<file path="config.mk">
export PLATFORM = sky130hd
export DESIGN_NAME = mem_stage_unit
export DESIGN_NICKNAME = d
export VERILOG_FILES = /design/src/rtl/mem_stage_unit.sv
export SDC_FILE = /design/constraint.sdc
export NUM_CORES = 1
export LEC_CHECK = 0
export BUFFER_PORTS_ARGS = -buffer_cell sky130_fd_sc_hd__buf_4
export CAP_MARGIN = 40
export CORE_MARGIN = 4
export CORE_UTILIZATION = 49
export CTS_BUF_LIST = sky130_fd_sc_hd__clkbuf_4
export CTS_CLUSTER_DIAMETER = 80
export DETAILED_ROUTE_END_ITERATION = 10
export PLACE_DENSITY = 0.82
export SLEW_MARGIN = 20
export SYNTH_ARGS = -nofsm -noshare
export SYNTH_HDL_FRONTEND = slang
export SYNTH_SLANG_ARGS = --single-unit
</file>
<file path="constraint.sdc">
create_clock -name CLK -period 1.75 [get_ports CLK]
set_input_delay 0.35 -clock CLK [delete_from_list [all_inputs] [get_ports CLK]]
set_output_delay 0.35 -clock CLK [all_outputs]
set_load 0.02 [all_outputs]
</file>
<file path="src/rtl/mem_stage_unit.sv">
// mem_stage_unit: EX/MEM and MEM/WB pipeline registers around a busywait data-memory port.
// Handles byte/half/word lanes, load extension and store replication.
// Optional build macro: MISALIGN_TRAP_EN (misaligned accesses are suppressed and flagged via MISALIGN_WB).
module mem_stage_unit #(
  parameter int unsigned ADDR_W = 32
) (
  input  logic              CLK,
  input  logic              RESET,
  input  logic              REG_WRITE_EN_EX,
  input  logic [1:0]        WB_VALUE_SEL_EX,
  input  logic              MEM_READ_EN_EX,
  input  logic              MEM_WRITE_EN_EX,
  input  logic [31:0]       PC_EX,
  input  logic [31:0]       RESULT,
  input  logic [31:0]       REG_DATA_2_EX,
  input  logic [2:0]        FUNC3_EX,
  input  logic [4:0]        REG_WRITE_ADDR_EX,
  input  logic [31:0]       DMEM_READDATA,
  input  logic              DMEM_BUSYWAIT,
  output logic              DMEM_READ,
  output logic              DMEM_WRITE,
  output logic [ADDR_W-1:0] DMEM_ADDR,
  output logic [31:0]       DMEM_WRITEDATA,
  output logic [3:0]        DMEM_BYTE_EN,
  output logic              MEM_BUSYWAIT,
  output logic [31:0]       ALU_RES_MEM,
  output logic [4:0]        REG_WRITE_ADDR_MEM,
  output logic              REG_WRITE_EN_MEM,
  output logic              MEM_WRITE_EN_MEM,
  output logic              REG_WRITE_EN_WB,
  output logic [1:0]        WB_VALUE_SEL_WB,
  output logic [31:0]       ALU_RES_WB,
  output logic [31:0]       LOAD_DATA_WB,
  output logic [31:0]       PC_WB,
  output logic [4:0]        REG_WRITE_ADDR_WB
`ifdef MISALIGN_TRAP_EN
  ,
  output logic              MISALIGN_WB
`endif
);

  typedef enum logic {IDLE = 1'b0, ACCESS = 1'b1} state_e;

  state_e      state_q, state_d;

  // EX/MEM register
  logic        reg_write_en_mem_q, reg_write_en_mem_d;
  logic [1:0]  wb_sel_mem_q, wb_sel_mem_d;
  logic        mem_read_mem_q, mem_read_mem_d;
  logic        mem_write_mem_q, mem_write_mem_d;
  logic [31:0] pc_mem_q, pc_mem_d;
  logic [31:0] alu_res_mem_q, alu_res_mem_d;
  logic [31:0] store_data_mem_q, store_data_mem_d;
  logic [2:0]  func3_mem_q, func3_mem_d;
  logic [4:0]  rd_mem_q, rd_mem_d;

  // MEM/WB register
  logic        reg_write_en_wb_q, reg_write_en_wb_d;
  logic [1:0]  wb_sel_wb_q, wb_sel_wb_d;
  logic [31:0] alu_res_wb_q, alu_res_wb_d;
  logic [31:0] load_data_wb_q, load_data_wb_d;
  logic [31:0] pc_wb_q, pc_wb_d;
  logic [4:0]  rd_wb_q, rd_wb_d;
`ifdef MISALIGN_TRAP_EN
  logic        misalign_wb_q, misalign_wb_d;
  logic        misalign_mem_c;
`endif

  logic        mem_busy_c;
  logic        mem_op_ex_c;
  logic [1:0]  lane_c;
  logic [7:0]  ld_byte_c;
  logic [15:0] ld_half_c;
  logic [31:0] ld_ext_c;

`ifdef MISALIGN_TRAP_EN
  // Half needs even address, word needs word-aligned address
  function automatic logic is_misaligned(input logic [2:0] f3, input logic [1:0] a);
    case (f3[1:0])
      2'b00:   is_misaligned = 1'b0;
      2'b01:   is_misaligned = a[0];
      default: is_misaligned = (a != 2'b00);
    endcase
  endfunction
`endif

  // Port lanes, store replication and load extraction from the EX/MEM contents
  always_comb begin
    lane_c         = alu_res_mem_q[1:0];
    DMEM_BYTE_EN   = 4'b1111;
    DMEM_WRITEDATA = store_data_mem_q;
    case (func3_mem_q[1:0])
      2'b00: begin
        DMEM_BYTE_EN   = 4'(4'b0001 << lane_c);
        DMEM_WRITEDATA = {4{store_data_mem_q[7:0]}};
      end
      2'b01: begin
        DMEM_BYTE_EN   = lane_c[1] ? 4'b1100 : 4'b0011;
        DMEM_WRITEDATA = {2{store_data_mem_q[15:0]}};
      end
      default: ;
    endcase
    ld_byte_c = 8'(DMEM_READDATA >> {lane_c, 3'b000});
    ld_half_c = lane_c[1] ? DMEM_READDATA[31:16] : DMEM_READDATA[15:0];
    case (func3_mem_q)
      3'b000:  ld_ext_c = {{24{ld_byte_c[7]}}, ld_byte_c};
      3'b001:  ld_ext_c = {{16{ld_half_c[15]}}, ld_half_c};
      3'b100:  ld_ext_c = {24'd0, ld_byte_c};
      3'b101:  ld_ext_c = {16'd0, ld_half_c};
      default: ld_ext_c = DMEM_READDATA;
    endcase
  end

  // Next-state for FSM, EX/MEM hold/load and MEM/WB load/bubble
  always_comb begin
    mem_busy_c  = (state_q == ACCESS) && DMEM_BUSYWAIT;
`ifdef MISALIGN_TRAP_EN
    mem_op_ex_c = (MEM_READ_EN_EX || MEM_WRITE_EN_EX) && !is_misaligned(FUNC3_EX, RESULT[1:0]);
    misalign_mem_c = (mem_read_mem_q || mem_write_mem_q) && is_misaligned(func3_mem_q, alu_res_mem_q[1:0]);
`else
    mem_op_ex_c = MEM_READ_EN_EX || MEM_WRITE_EN_EX;
`endif

    state_d = IDLE;
    if (mem_busy_c || mem_op_ex_c) state_d = ACCESS;

    reg_write_en_mem_d = reg_write_en_mem_q;
    wb_sel_mem_d       = wb_sel_mem_q;
    mem_read_mem_d     = mem_read_mem_q;
    mem_write_mem_d    = mem_write_mem_q;
    pc_mem_d           = pc_mem_q;
    alu_res_mem_d      = alu_res_mem_q;
    store_data_mem_d   = store_data_mem_q;
    func3_mem_d        = func3_mem_q;
    rd_mem_d           = rd_mem_q;

    reg_write_en_wb_d = 1'b0;
    wb_sel_wb_d       = 2'b00;
    alu_res_wb_d      = 32'd0;
    load_data_wb_d    = 32'd0;
    pc_wb_d           = 32'd0;
    rd_wb_d           = 5'd0;
`ifdef MISALIGN_TRAP_EN
    misalign_wb_d     = 1'b0;
`endif

    if (!mem_busy_c) begin
      reg_write_en_mem_d = REG_WRITE_EN_EX;
      wb_sel_mem_d       = WB_VALUE_SEL_EX;
      mem_read_mem_d     = MEM_READ_EN_EX;
      mem_write_mem_d    = MEM_WRITE_EN_EX;
      pc_mem_d           = PC_EX;
      alu_res_mem_d      = RESULT;
      store_data_mem_d   = REG_DATA_2_EX;
      func3_mem_d        = FUNC3_EX;
      rd_mem_d           = REG_WRITE_ADDR_EX;

      reg_write_en_wb_d = reg_write_en_mem_q;
      wb_sel_wb_d       = wb_sel_mem_q;
      alu_res_wb_d      = alu_res_mem_q;
      pc_wb_d           = pc_mem_q;
      rd_wb_d           = rd_mem_q;
      if (state_q == ACCESS && mem_read_mem_q && !mem_write_mem_q) load_data_wb_d = ld_ext_c;
`ifdef MISALIGN_TRAP_EN
      misalign_wb_d = misalign_mem_c;
      if (misalign_mem_c) reg_write_en_wb_d = 1'b0;
`endif
    end
  end

  // State and pipeline registers with synchronous active-low reset
  always_ff @(posedge CLK) begin
    if (!RESET) begin
      state_q            <= IDLE;
      reg_write_en_mem_q <= 1'b0;
      wb_sel_mem_q       <= 2'b00;
      mem_read_mem_q     <= 1'b0;
      mem_write_mem_q    <= 1'b0;
      pc_mem_q           <= 32'd0;
      alu_res_mem_q      <= 32'd0;
      store_data_mem_q   <= 32'd0;
      func3_mem_q        <= 3'd0;
      rd_mem_q           <= 5'd0;
      reg_write_en_wb_q  <= 1'b0;
      wb_sel_wb_q        <= 2'b00;
      alu_res_wb_q       <= 32'd0;
      load_data_wb_q     <= 32'd0;
      pc_wb_q            <= 32'd0;
      rd_wb_q            <= 5'd0;
`ifdef MISALIGN_TRAP_EN
      misalign_wb_q      <= 1'b0;
`endif
    end else begin
      state_q            <= state_d;
      reg_write_en_mem_q <= reg_write_en_mem_d;
      wb_sel_mem_q       <= wb_sel_mem_d;
      mem_read_mem_q     <= mem_read_mem_d;
      mem_write_mem_q    <= mem_write_mem_d;
      pc_mem_q           <= pc_mem_d;
      alu_res_mem_q      <= alu_res_mem_d;
      store_data_mem_q   <= store_data_mem_d;
      func3_mem_q        <= func3_mem_d;
      rd_mem_q           <= rd_mem_d;
      reg_write_en_wb_q  <= reg_write_en_wb_d;
      wb_sel_wb_q        <= wb_sel_wb_d;
      alu_res_wb_q       <= alu_res_wb_d;
      load_data_wb_q     <= load_data_wb_d;
      pc_wb_q            <= pc_wb_d;
      rd_wb_q            <= rd_wb_d;
`ifdef MISALIGN_TRAP_EN
      misalign_wb_q      <= misalign_wb_d;
`endif
    end
  end

  // Strobes follow the registered enables only while a transaction is open
  assign DMEM_READ          = (state_q == ACCESS) && mem_read_mem_q && !mem_write_mem_q;
  assign DMEM_WRITE         = (state_q == ACCESS) && mem_write_mem_q;
  assign DMEM_ADDR          = {alu_res_mem_q[ADDR_W-1:2], 2'b00};
  assign MEM_BUSYWAIT       = mem_busy_c;
  assign ALU_RES_MEM        = alu_res_mem_q;
  assign REG_WRITE_ADDR_MEM = rd_mem_q;
  assign REG_WRITE_EN_MEM   = reg_write_en_mem_q;
  assign MEM_WRITE_EN_MEM   = mem_write_mem_q;
  assign REG_WRITE_EN_WB    = reg_write_en_wb_q;
  assign WB_VALUE_SEL_WB    = wb_sel_wb_q;
  assign ALU_RES_WB         = alu_res_wb_q;
  assign LOAD_DATA_WB       = load_data_wb_q;
  assign PC_WB              = pc_wb_q;
  assign REG_WRITE_ADDR_WB  = rd_wb_q;
`ifdef MISALIGN_TRAP_EN
  assign MISALIGN_WB        = misalign_wb_q;
`endif

endmodule

</file>
== Yosys cells after proc, flatten, opt, wreduce, memory -nomap -nowiden ==
Index checks and enable logic that the tools add are counted.
W data, S select, Z words.

* Register bits after elaboration: 214

* Shift operators: 2
* Muxes and demuxes: 6
* Equal/unequal tests: 4
* Bitwise gates (word level): 2
* Reduce and logical (&&, ||, !) cells: 11

{| class="wikitable"
|+ Operators with widths
! cell !! count
|-
| $pmux W32 S4 || 1
|-
| $pmux W32 S2 || 1
|-
| $shr A32 B5 Y8 || 1
|-
| $mux W16 || 1
|-
| $pmux W4 S2 || 1
|-
| $eq A3 B3 Y1 const B || 2
|-
| $logic_and A1 B1 Y1 || 4
|-
| $mux W4 || 1
|-
| $shl A1 B2 Y4 const A || 1
|-
| $eq A3 B1 Y1 const B || 1
|-
| $logic_not A3 Y1 || 1
|-
| $reduce_or A3 Y1 || 1
|-
| $eq A2 B1 Y1 const B || 1
|-
| $logic_not A2 Y1 || 1
|-
| $logic_or A1 B1 Y1 || 2
|-
| $not A1 Y1 || 2
|-
| $reduce_or A2 Y1 || 1
|-
| $logic_not A1 Y1 || 1
|-
| $mux W1 || 1
|}

== Depth between registers and ports, before layout ==
Gate-level depths: netlist of run 1.

* Word-level depth: 4
* Gate-level depth with buffers: 6
* Mapped depth without buffers: 4

== Least setup slack after synthesis of run 1 ==
OpenSTA, ideal clock, no wires.

* Kind: register to output
* From: reg func3_mem_q[0]
* To: out DMEM_WRITEDATA[24]
* Stages on the path, launching flop included: 6
* Arrival time: 1.390 ns
* Setup slack: 0.010 ns
* Path through: dfxtp_1 buf_4 buf_4 buf_4 mux2i_1 o21ai_0

* Word-level cells in the longest chain between the ends: 2
* Elaborated cells between the ends (all ways): 3

{| class="wikitable"
|+ Ends and longest elaborated chain
! what !! RTL line !! text
|-
| start: declaration || 54 || <nowiki>logic [2:0] func3_mem_q, func3_mem_d;</nowiki>
|-
| start signal: assignment || 202 || <nowiki>func3_mem_q <= func3_mem_d;</nowiki>
|-
| $eq A2 B1 Y1 / $logic_not A2 Y1 (equally long branches) || 92 || <nowiki>case (func3_mem_q[1:0])</nowiki>
|-
| $pmux W32 S2 (*) || 92 ||
|-
| end: declaration || 23 || <nowiki>output logic [31:0] DMEM_WRITEDATA,</nowiki>
|}

Mark *: on every way between the ends. The rest lies on a longest branch, timed or not.

== Worst setup path in the final report of run 1 ==
* From: reg func3_mem_q[0]
* To: out DMEM_WRITEDATA[15]

Same word-level chain as after synthesis.

==> results of run 1 <==
stage by stage:
| stage | area (sq um) | setup WS (ns) | setup TNS (ns) |
|---|---|---|---|
| after floorplan | 8284 | 0.01008 | 0 |
| after global placement | 10790 | -0.05099 | -0.2998 |
| after detailed placement | 10800 | 0.09734 | 0 |
| after CTS | 13230 | -0.4644 | -10.30 |
| after global routing | 13410 | -0.5027 | -11.97 |
| final | 13420 | -0.4436 | -9.947 |
routing by layer:
layer | vias up | wire (um) | share of wire (%)
li1 | 3959 | - | -
met1 | 4013 | 10680 | 35
met2 | 473 | 16040 | 52
met3 | 150 | 2203 | 7.1
met4 | 0 | 1934 | 6.3
met5 | - | 0 | 0
sequential cells by signal, summed over array words and instances, names as in the netlist:
| signal | count |
|---|---|
| mem_read_mem_q | 1 |
| REG_WRITE_ADDR_MEM | 5 |
| store_data_mem_q | 32 |
| WB_VALUE_SEL_WB | 2 |
| REG_WRITE_ADDR_WB | 5 |
| ALU_RES_WB | 32 |
| pc_mem_q | 32 |
| ALU_RES_MEM | 32 |
| MEM_WRITE_EN_MEM | 1 |
| LOAD_DATA_WB | 32 |
| PC_WB | 32 |
| state_q | 1 |
| REG_WRITE_EN_MEM | 1 |
| wb_sel_mem_q | 2 |
| func3_mem_q | 3 |
| REG_WRITE_EN_WB | 1 |
worst max-delay path, delay by kind of cell, from the launching register on:
family                 cells  cell delay, ns
buffers and inverters      2            0.26
and+or+nand+nor            1            0.23
DFF                        1            0.36
muxes                      1            0.34
area by class of cell:
cell class                      instances  area, sq um  area share (%)
Antenna cell                            5        12.51         0.09326
Clock buffer                           80        600.6           4.476
Clock inverter                         11        95.09          0.7088
Inverter                               18        80.08          0.5968
Multi-Input combinational cell        553         3401           25.35
Sequential cell                       214         4302           32.06
Tap cell                              220        275.3           2.052
Timing Repair Buffer                  542         4651           34.66
Yosys cell counts (2+ instances only):
library cell,count
a21oi_1,8
mux2i_1,9
a21o_1,2
clkbuf_1,45
and3_1,72
buf_1,3
a21boi_0,109
buf_4,44
o21bai_1,9
nand2_1,244
and3b_1,8
mux2_2,23
inv_1,18
nor2_1,2
mux2_4,2
a221oi_2,8
o21ai_0,8
nor2b_1,2
buf_2,19
dfxtp_1,214
a211oi_1,7
a31oi_1,16
buf_6,3
o32ai_1,7
repair_timing:
action	in CTS	in global routing
resized for setup	66	12
hold buffers	139	0
endpoints found under the setup margin	32	38
pin swaps	5	4
endpoints found under the hold margin	139	0
cloned	2	0
setup buffers	13	18
logic make-up after synthesis:
logic type / synth area share [%]
buffers and inverters: 8.537
AOI/OAI and AO/OA: 16.50
other: 0.04529
DFF: 51.74
muxes: 4.578
and+or+nand+nor: 18.60
report_power, final:
group	internal [W]	switching [W]
Sequential	0.00511	0.000174
Combinational	0.00115	0.00114
Clock	0.00236	0.00201
Total	0.00863	0.00332
worst max-delay path by stage:
stage	startpoint	endpoint	slack (ns)	depth (start not counted)
floorplan	func3_mem_q[0]	DMEM_WRITEDATA[24]	0.01	5
global placement	ALU_RES_MEM[0]	DMEM_BYTE_EN[2]	-0.05	3
detailed placement	func3_mem_q[0]	DMEM_WRITEDATA[10]	0.1	4
CTS	func3_mem_q[0]	DMEM_WRITEDATA[10]	-0.46	4
global route	func3_mem_q[0]	DMEM_WRITEDATA[15]	-0.50	4
finish	func3_mem_q[0]	DMEM_WRITEDATA[15]	-0.44	4
==> impl_metrics.yaml, run 1 <==
sta:
  slew_viol_final: 0
  setup_slack_ns: -0.4436
  tightest_slew_ns: 0.6218
  finClkSkew_ns: 0.01920
  finalHoldViolCount: 0
  setup_viol: 28
  max-slew-margin-rel_pct: 58.55
  rsz0062_at_grt: "yes"
  min_period_ns: 2.194
  period_share_pct: 125.3
  timing.fmax_ghz: 0.4559
  fin_hold_ws_ns: 0.06708
cts:
  clk_root_buffer_cell: "clkbuf_4"
  clock-sinks: 214
  path_clk_slew_ns: 0.06
  cts_tree: "done"
  numCtsBuffers: 54
  htreeDepth: 2
  clk_latency_ns: 0.65
  clockBufferDepth: 3
placed_design:
  hpwl_um: 16660
  place_inst: 1376
  place_congestion: 0.8418
  io_buffers: 355
floorplanning:
  die_w_um: 138.0
  ioPinCount: 358
  die_y_um: 138.0
  start_util_pct: 49.93
  core_sq_um: 16580
  dieArea_sq_um: 19040
  row_count: 47
cells_and_area:
  area_delta_synth_final_pct: 62.03
  fin_nets: 1527
  mostFrequentLayoutCell: "buf_4"
  fillers: 921
  final_core_util_pct: 80.90
  mostFrequentLayoutCells: "368 x buf_4, 243 x nand2_1, 208 x dfxtp_1"
  drive_above_1_share_pct: 37.94
  finalNonFillerCells: 1643
power_and_ir_drop:
  leakagePower_nw: 6.518
  max-vdd-ir-drop_v: 0.0006447
  power_w: 0.01195
  power_density_nw_per_um2: 890.3
worst_setup_path:
  slowest_stage: "dfxtp_4"
  cp-start-kind: "flop"
  crit_type: "flop to primary output"
  worstReg2RegStart: "func3_mem_q[1]"
  crit_fanout: 6
  crit_chain: "buf_12 > nor2_4 > mux2_4 > buf_6"
  crit_arrival_ns: 1.84
  crit_required_ns: 1.40
  critPathMaxStageDelay_ns: 0.36
  r2r_slack_ns: 0.06
  r2r_cells: 5
  endpoint_kind: "primary output"
  reg2reg_to: "LOAD_DATA_WB[16]"
route:
  wire_per_inst_um: 18.79
  drt-initial-drc-count: 418
  via_count: 8595
  ant_nets: 0
  viasPerCell: 5.231
  post-route-drc-count: 0
  routed_wl_um: 30870
  drtPass1Iterations: 5
synthesis:
  synth.area.top_cells: "dfxtp_1 52%, nand2_1 11%, a21boi_0 9.9%, and3_1 5.4%, buf_4 4.0%"
  ys_seq_area_share_pct: 51.74
  yosys_warnings: 0
  yosys.area.top_type_share_pct: 51.74
  synth.distinct_cells: 39
  async_flop_share_pct: 0
  syn-instance-count: 897
  netlist_area_sq_um: 8280
  synth-edff-count: 0
  synth-seq-cells: 214
  yosysTopAreaCell: "dfxtp_1"
  synth-main-ff-cell: "dfxtp_1"
  avgSynthCellArea_sq_um: 9.231
grt:
  met2_usage_pct: 54.01
  antenna_found_initial: 4
  grt_usage_pct: 29.91
  grt_first_pass_wirelength_um: 44640
  grt_max_degree: 183
  grt_use_met1_pct: 30.33
  grt-ovfl-total: 0
  grt_most_used_layer: "met2"
  globalRouteMet3Util_pct: 7.656
  grt_pass1_vias: 8830
run:
  drv_cap: 0
min_path:
  holdPathStages: 3
  hp-class: "primary input to flop"
  whs_endpoint: "pc_mem_q[11]"
  hp-start: "PC_EX[11]"
run_status:
  violations: "negative setup slack"
  status: "finished with violations"
(Power assumes the default switching activity.)
==> run 2, diff against run 1 <==
==> config.mk (replaced) <==
export PLATFORM = sky130hd
export DESIGN_NAME = mem_stage_unit
export DESIGN_NICKNAME = d
export VERILOG_FILES = /design/src/rtl/mem_stage_unit.sv
export SDC_FILE = /design/constraint.sdc
export NUM_CORES = 1
export LEC_CHECK = 0
export ABC_AREA = 1
export BUFFER_PORTS_ARGS = -buffer_cell sky130_fd_sc_hd__buf_4
export CAP_MARGIN = 40
export CORE_AREA = 4 4 138 140
export CTS_BUF_LIST = sky130_fd_sc_hd__clkbuf_4
export CTS_CLUSTER_DIAMETER = 80
export DETAILED_ROUTE_END_ITERATION = 10
export DIE_AREA = 0 0 142 144
export PLACE_DENSITY = 0.77
export SLEW_MARGIN = 5
export SYNTH_ARGS = -nofsm -noshare
export SYNTH_HDL_FRONTEND = slang
export SYNTH_SLANG_ARGS = --single-unit
export TNS_END_PERCENT = 20
==> impl_metrics.yaml, run 2 <==
run_status:
  status: "finished with violations"
  violations: "negative setup slack"
cts:
  numCtsBuffers: 53
  path_clk_slew_ns: 0.06
  clockBufferDepth: 3
  clk_latency_ns: 0.66
  cts_tree: "done"
  clock-sinks: 214
  clk_root_buffer_cell: "clkbuf_4"
  htreeDepth: 2
sta:
  rsz0062_at_grt: "yes"
  timing.fmax_ghz: 0.4846
  setup_slack_ns: -0.3137
  fin_hold_ws_ns: 0.04634
  finClkSkew_ns: 0.02687
  setup_viol: 30
  min_period_ns: 2.064
  period_share_pct: 117.9
  slew_viol_final: 0
  finalHoldViolCount: 0
worst_setup_path:
  crit_arrival_ns: 1.71
  crit_fanout: 6
  critPathMaxStageDelay_ns: 0.38
  endpoint_kind: "primary output"
  crit_type: "flop to primary output"
  crit_required_ns: 1.40
  cp.depth: 5
  path_delay_family: "flip-flops"
  crit_chain: "nor2_4 > buf_6 > nand2_4 > o211ai_1 > buf_4"
  cp-start-kind: "flop"
  r2r_cells: 8
  slowest_stage: "dfxtp_4"
  cp_num_buf_inv: 2
run:
  drv_cap: 0
route:
  post-route-drc-count: 0
  ant_nets: 0
  wire_per_inst_um: 17.38
  routed_wl_um: 29680
  top_layer: "met4"
  wl_met2_um: 14660
  drt-initial-drc-count: 480
  met3_length_um: 2808
  drtPass1Iterations: 8
  viasPerCell: 5.005
  met1Wirelength_um: 10960
  via_count: 8548
grt:
  grt_usage_pct: 27.39
  grt-ovfl-total: 0
  grt_pass1_vias: 8456
  antenna_found_initial: 1
  grt_first_pass_wirelength_um: 44600
  grt_max_degree: 111
cells_and_area:
  mostFrequentLayoutCells: "357 x buf_4, 208 x dfxtp_1, 158 x nor2_1"
  mostFrequentLayoutCell: "buf_4"
  fin_area_sq_um: 12690
  fillers: 1273
  fin_nets: 1597
  final_core_util_pct: 71.13
  area_delta_synth_final_pct: 56.17
  drive_above_1_share_pct: 35.25
synthesis:
  synth-seq-cells: 214
  avgSynthCellArea_sq_um: 8.176
  yosys_warnings: 0
  synth.distinct_cells: 31
  synth-edff-count: 0
  async_flop_share_pct: 0
  yosysTopAreaCell: "dfxtp_1"
  ys_seq_area_share_pct: 52.72
  synthTopCellsByCount: "214 x dfxtp_1, 159 x nor2_1, 112 x inv_1, 105 x nand2_1, 99 x a21oi_1"
  yosys.area.top_type_share_pct: 52.72
  synth-main-ff-cell: "dfxtp_1"
  syn-instance-count: 994
  yosys.cell_count.top_type: "dfxtp_1"
  synth.area.top_cells: "dfxtp_1 53%, nor2_1 7.3%, a21oi_1 6.1%, inv_1 5.2%, buf_4 4.9%"
  netlist_area_sq_um: 8127
floorplanning:
  row_count: 49
  die_y_um: 144
  die_w_um: 142
  ioPinCount: 358
  core_sq_um: 17840
  dieArea_sq_um: 20450
  start_util_pct: 45.55
power_and_ir_drop:
  power_density_nw_per_um2: 917.9
  max-vdd-ir-drop_v: 0.0006552
  leakagePower_nw: 6.197
min_path:
  holdPathStages: 4
  hp-class: "primary input to flop"
placed_design:
  place_congestion: 0.9125
  dpl_cell_area_sq_um: 10540
  io_buffers: 355
  hpwl_um: 18700
## run 2: worst register-to-register path: stages, from the launching register on
cell     delay [ns]
dfxtp_4        0.43
buf_6          0.14
buf_12         0.11
buf_4          0.21
nor3_2         0.08
nand2_4        0.29
nand3_1        0.12
nand2_1        0.09
inv_1          0.04
## run 2: per-layer routing
metal / GRT usage, % / vias to the layer above
met5: 0 / -
met4: 12.42 / 0
met3: 8.829 / 111
met2: 47.06 / 474
met1: 31.16 / 3935
li1: - / 4028
## run 2: power breakdown
group          internal [W]  switching (W)
Sequential          0.00515       0.000178
Combinational       0.00112        0.00134
Clock               0.00195        0.00191
## run 2: timing repair
item	in CTS	in global routing
hold buffers	123	0
gates cloned	2	0
setup buffers	4	7
setup endpoints to repair	31	30
pin swaps	6	12
hold endpoints to repair	123	0
gates resized for setup	36	36
## run 2: worst paths after layout
kind                                        from            endpoint  slack [ns]
worst max register to register    func3_mem_q[1]    LOAD_DATA_WB[18]        0.16
worst min-delay path            DMEM_READDATA[4]     LOAD_DATA_WB[4]        0.05
worst max-delay path              func3_mem_q[0]  DMEM_WRITEDATA[30]       -0.31
worst min register to register      pc_mem_q[31]           PC_WB[31]        0.41
## run 2: cell families (layout without fill, tap and decap cells)
family                 count (synthesis)  in the layout  share of synthesized area (%)
AO/OA/AOI/OAI                        252            252                          16.03
buffers and inverters                220            702                          14.52
flip-flops                           214            214                          52.72
other                                  1              3                        0.04615
AND/OR/NAND/NOR                      307            308                          16.69
## run 2: layout make-up
| type | count | area [sq um] | area share (%) |
|---|---|---|---|
| Sequential cell | 214 | 4302 | 33.90 |
| Timing Repair Buffer | 507 | 4302 | 33.90 |
| Multi-Input combinational cell | 562 | 2755 | 21.71 |
| Clock buffer | 76 | 570.5 | 4.496 |
| Inverter | 115 | 452.9 | 3.569 |
| Tap cell | 229 | 286.5 | 2.258 |
| Clock inverter | 4 | 20.02 | 0.1577 |
| Antenna cell | 1 | 2.502 | 0.01972 |
## run 2: stage by stage
stage	TNS, ns	worst slack [ns]	power, W	instances
6_report	-5.980	-0.3137	0.01165	1708
5_1_grt	-9.016	-0.4327	0.01217	1708
4_1_cts	-7.222	-0.3326	0.01160	1700
3_5_place_dp	0	0.1901	0.007462	1491
3_3_place_gp	0	0.2260	0.007427	1491
2_1_floorplan	0	0.1139	0.006615	995
